`src/rtl/maze_player_ctrl.sv`:
```
// maze_player_ctrl: maze player FSM owning position, lives, freeze, goal and obstacle lookup handshake
module maze_player_ctrl #(
  parameter int XW = 8,
  parameter int YW = 7,
  parameter int X_MAX = 159,
  parameter int Y_MAX = 119,
  parameter int X_START = 0,
  parameter int Y_START = 0,
  parameter int GOAL_X = 159,
  parameter int GOAL_Y = 119,
  parameter int OBS_LAT = 1,
  parameter int LIVES = 3,
  parameter int FREEZE_T = 4
) (
  input  logic          clk,
  input  logic          reset,
  input  logic          tick,
  input  logic [2:0]    move,
  output logic          obs_req,
  output logic [XW-1:0] obs_x,
  output logic [YW-1:0] obs_y,
  input  logic [1:0]    obs_code,
  output logic [XW-1:0] xpos,
  output logic [YW-1:0] ypos,
  output logic          plot,
  output logic [1:0]    s_color,
  output logic [2:0]    lives,
  output logic          won,
  output logic          lost,
  output logic [3:0]    state_cur
);
  typedef enum logic [3:0] {
    CLEAR, WAIT, ERASE, QUERY, WAIT_OBS, TEST, MOVE, DRAW, FROZEN, HIT, WIN, LOSE
  } state_t;
  localparam logic [XW-1:0] XM = XW'(X_MAX);
  localparam logic [YW-1:0] YM = YW'(Y_MAX);
  localparam logic [XW-1:0] XS = XW'(X_START);
  localparam logic [YW-1:0] YS = YW'(Y_START);
  localparam logic [XW-1:0] GX = XW'(GOAL_X);
  localparam logic [YW-1:0] GY = YW'(GOAL_Y);
  localparam logic [XW-1:0] X1 = XW'(1);
  localparam logic [YW-1:0] Y1 = YW'(1);
  localparam logic [2:0] L0 = 3'(LIVES);
  localparam logic [3:0] FT = 4'(FREEZE_T);
  localparam logic [7:0] W1 = 8'(OBS_LAT - 1);
  state_t state;
  logic [2:0] mv_r;
  logic fz;
  logic [3:0] fcnt;
  logic [7:0] wcnt;
  logic oob;
  logic [XW-1:0] tx;
  logic [YW-1:0] ty;
  always_comb begin
    oob = (mv_r == 3'd1 && xpos == '0) || (mv_r == 3'd2 && xpos == XM) ||
          (mv_r == 3'd3 && ypos == '0) || (mv_r == 3'd4 && ypos == YM);
    tx = mv_r == 3'd1 ? xpos - X1 : mv_r == 3'd2 ? xpos + X1 : xpos;
    ty = mv_r == 3'd3 ? ypos - Y1 : mv_r == 3'd4 ? ypos + Y1 : ypos;
    plot = state inside {CLEAR, ERASE, DRAW, FROZEN, LOSE, WIN};
    s_color = state == DRAW ? 2'd1 : state == FROZEN ? 2'd2 : state == LOSE ? 2'd3 : 2'd0;
  end
  assign state_cur = state;
  always_ff @(posedge clk) begin
    if (reset) begin
      state <= CLEAR;
      xpos <= XS;
      ypos <= YS;
      lives <= L0;
      fcnt <= '0;
      fz <= 1'b0;
      won <= 1'b0;
      lost <= 1'b0;
      obs_req <= 1'b0;
      obs_x <= XS;
      obs_y <= YS;
      mv_r <= '0;
      wcnt <= '0;
    end else begin
      obs_req <= 1'b0;
      case (state)
        CLEAR: state <= WAIT;
        WAIT: if (tick) state <= ERASE;
        ERASE: begin
          mv_r <= move > 3'd4 ? 3'd0 : move;
          state <= (move == 3'd0 || move > 3'd4) ? DRAW : QUERY;
        end
        QUERY: if (oob) state <= DRAW;
        else begin
          obs_x <= tx;
          obs_y <= ty;
          obs_req <= 1'b1;
          wcnt <= W1;
          state <= WAIT_OBS;
        end
        WAIT_OBS: if (wcnt == 8'd0) state <= TEST; else wcnt <= wcnt - 8'd1;
        TEST: begin
          fz <= obs_code == 2'd3;
          state <= obs_code == 2'd1 ? DRAW : obs_code == 2'd2 ? HIT : MOVE;
        end
        MOVE: begin
          xpos <= obs_x;
          ypos <= obs_y;
          fcnt <= FT;
          state <= fz ? FROZEN : DRAW;
        end
        FROZEN: if (tick) begin
          fcnt <= fcnt - 4'd1;
          if (fcnt <= 4'd1) state <= DRAW;
        end
        HIT: if (lives <= 3'd1) begin
          lives <= '0;
          lost <= 1'b1;
          state <= LOSE;
        end else begin
          lives <= lives - 3'd1;
          xpos <= XS;
          ypos <= YS;
          state <= DRAW;
        end
        DRAW: if (xpos == GX && ypos == GY) begin
          won <= 1'b1;
          state <= WIN;
        end else state <= WAIT;
        default: ;
      endcase
    end
  end
endmodule

```
`config.mk`:
```
export PLATFORM = sky130hd
export DESIGN_NAME = maze_player_ctrl
export DESIGN_NICKNAME = d
export VERILOG_FILES = /design/src/rtl/maze_player_ctrl.sv
export SDC_FILE = /design/constraint.sdc
export NUM_CORES = 1
export LEC_CHECK = 0
export ABC_AREA = 1
export BUFFER_PORTS_ARGS = -buffer_cell sky130_fd_sc_hd__buf_2
export CAP_MARGIN = 40
export CORE_ASPECT_RATIO = 1.2
export CORE_MARGIN = 4
export CORE_UTILIZATION = 55
export CTS_CLUSTER_SIZE = 12
export DETAILED_ROUTE_END_ITERATION = 6
export GPL_ROUTABILITY_DRIVEN = 0
export PLACE_DENSITY = 0.83
export SLEW_MARGIN = 20
export SYNTH_ARGS = -nofsm -noshare
export SYNTH_HDL_FRONTEND = slang
export SYNTH_SLANG_ARGS = --single-unit
```
`constraint.sdc`:
```
create_clock -name clk -period 3 [get_ports clk]
set_input_delay 0.75 -clock clk [delete_from_list [all_inputs] [get_ports clk]]
set_output_delay 0.75 -clock clk [all_outputs]
set_load 0.03 [all_outputs]
```
==> flow_metrics.tcl <==
set metrics [dict create \
    critPathLaunchType "register" \
    drv_slew 0 \
    syn_area_mm2 0.00325 \
    nets 551 \
    crit_fanout 8 \
    ant_nets 0 \
    synth_nets 505 \
    yosysTopAreaCell "dfxtp_1" \
    cp.buffers_inverters 2 \
    layout-drive-gt1-share_pct 14.4 \
    tightest_slew_ns 0.565 \
    syn2layout_area_growth_pct 11.9 \
    ys_types 33 \
    cts_root_buf "clkbuf_8" \
    die_w_um 78.2 \
    final_cell_mix "nand2_1 (107), dfxtp_1 (56), inv_1 (55)" \
    grt_max_degree 41 \
    cp.arrival_ns 1.56 \
    critical_path_class "reg -> out" \
    postPlaceCellArea_mm2 0.00355 \
    yosys-top-cells-area "dfxtp_1 (35%), nand2_1 (12%), nand3_1 (7.9%), a21oi_1 (7.2%), ha_1 (6.5%)" \
    rsz0062_at_grt "no" \
    ys_seq_area_share_pct 34.5 \
    antenna_cells 0 \
    synth_top_area_share_pct 34.5 \
    cts_tree "built" \
    holdWs_ns 0.463 \
    cts_resized 0 \
    finalPower_mw 2.21 \
    portBuffers 50 \
    cellLeakagePower_nw 1.76 \
    crit_family "flip-flops" \
    cts_hold_buf 0 \
    rows 30 \
    hold_class "reg -> reg" \
    grt_pass1_wl_um 13600 \
    drc 0 \
    endpoint_kind "primary output" \
    h-tree-depth 2 \
    combPwrFrac_pct 40.0 \
    syn_inst 480 \
    cts_setup_buffers 0 \
    switching_share_pct 42.6 \
    syn_avg_cell_area_um2 6.77 \
    io_pins 51 \
    power.share.clock_pct 19.2 \
    design.die.area_mm2 0.00721 \
    path_cells "nand2_1 -> nor2_1 -> inv_1 -> o211ai_1 -> buf_2" \
    grt_util_all_layers_pct 22.9 \
    drv_cap 0 \
    p_seq_share_pct 40.8 \
    finalClockSkew_ns 0.0143 \
    cts_buffer_depth 2 \
    ys_ff_latch 56 \
    vias_per_cell 5.33 \
    fmax_ghz 0.433 \
    required_ns 2.25 \
    die_h_um 92.2 \
    p_int_mw 1.27 \
    route.vias.total 3234 \
    routed_wl_um 7960 \
    wl_per_cell_um 13.1 \
    yosys_warnings 0 \
    slowest_stage "dfxtp_1" \
    max-vdd-ir-drop_mv 0.397 \
    period_share_pct 77.1 \
    clk_pin_slew_ns 0.10 \
    relSlewSlack_pct 62.1 \
    cts.sinks 56 \
    finalHoldViolCount 0 \
    initial_utilization_pct 57.0 \
    outcome "finished, final reports clean" \
    antenna_found_initial 0 \
    grt_pass1_vias 3040 \
    synthFlopType "dfxtp_1" \
    insertion_delay_ns 0.32 \
    power.density_mw_per_mm2 607 \
    final_common_cell "nand2_1" \
    first_pass_iters 5 \
    hpwl_um 5810 \
    overflow 0 \
    cpPeakStageDelay_ns 0.46 \
    async_flop_share_pct 0 \
    fin_area_mm2 0.00364 \
    coreArea_mm2 0.00571 \
    layout_min_cycle_time_ns 2.31 \
    fin_setup_tns_ns 0 \
    cts-buffers-inserted 5 \
    synth_edf_count 0 \
    finalSetupViolCount 0 \
    power_switching_uw 940 \
    drt_iter0_drc 227 \
]
-- path summary, 6_finish.rpt --
check,slack (ns),to,startpoint,cells after the start
min,0.46,won,won,2
min reg2reg,0.46,won,won,2
max,0.69,plot,state_cur[2],5
max reg2reg,0.97,state_cur[3],state_cur[0],7
-- kinds of logic after synthesis --
kind of cell               after synthesis  share of synthesized area (%)
AOI/OAI and AO/OA                       82                           13.6
DFF                                     56                           34.5
buffers and inverters                   70                           8.70
and+or+nand+nor                        238                           32.1
adders and majority gates               17                           6.55
xor gates and xnor gates                17                           4.58
-- synthesized netlist by cell type (2+ instances only) --
cell / n
a211oi_1: 3
a21oi_1: 47
buf_2: 4
clkbuf_1: 6
dfxtp_1: 56
ha_1: 17
inv_1: 55
nand2_1: 107
nand2_2: 6
nand2_4: 2
nand3_1: 51
nand4_1: 4
nor2_1: 54
nor2_2: 4
nor3_1: 5
o211a_1: 2
o211ai_1: 2
o21ai_0: 24
o221ai_1: 2
xor2_1: 16
-- per-stage QoR --
stage	cells	utilization [%]	setup slack, ns
3_5_place_dp	599	62.1	1.00
2_1_floorplan	480	-	1.00
6_report	607	63.7	0.688
5_1_grt	607	63.7	0.564
3_3_place_gp	599	62.1	1.03
4_1_cts	607	63.7	0.690
-- worst reg2reg max path, delay by kind of cell, from the launching register on --
kind | cells | cell delay, ns
buf+inv | 1 | 0.57
simple gates | 4 | 0.69
compound gates | 2 | 0.18
flops | 1 | 0.46
-- layout make-up --
class / instances / area (um^2)
Fill cell: 520 / 2070
Multi-Input combinational cell: 354 / 1850
Sequential cell: 56 / 1120
Timing Repair Buffer: 52 / 265
Inverter: 57 / 214
Tap cell: 80 / 100
Clock buffer: 5 / 68.8
Clock inverter: 3 / 21.3
-- power by group through the flow --
stage | clock [mW] | combinational (mW) | sequential, mW
2_1_floorplan | 0 | 0.598 | 0.994
3_3_place_gp | 0 | 0.864 | 0.911
3_5_place_dp | 0 | 0.879 | 0.915
4_1_cts | 0.431 | 0.883 | 0.899
5_1_grt | 0.465 | 0.994 | 0.913
6_report | 0.424 | 0.884 | 0.900
-- layer usage --
metal | GRT usage [%] | vias to the layer above | share of wire [%] | wire (um)
met5 | 0 | - | 0 | 0
met4 | 7.87 | 0 | 1.8 | 142
met3 | 4.81 | 16 | 6.0 | 475
met2 | 41.9 | 101 | 52 | 4160
met1 | 26.1 | 1470 | 40 | 3180
li1 | - | 1647 | - | -
-- registers in the layout (all words and copies together), names as in the netlist --
| signal | count |
|---|---|
| obs_x | 8 |
| wcnt | 8 |
| xpos | 8 |
| obs_y | 7 |
| ypos | 7 |
| fcnt | 4 |
| state_cur | 4 |
| lives | 3 |
| mv_r | 3 |
| fz | 1 |
| lost | 1 |
| obs_req | 1 |
| won | 1 |
Note: power is estimated with default switching activity, not from simulation.
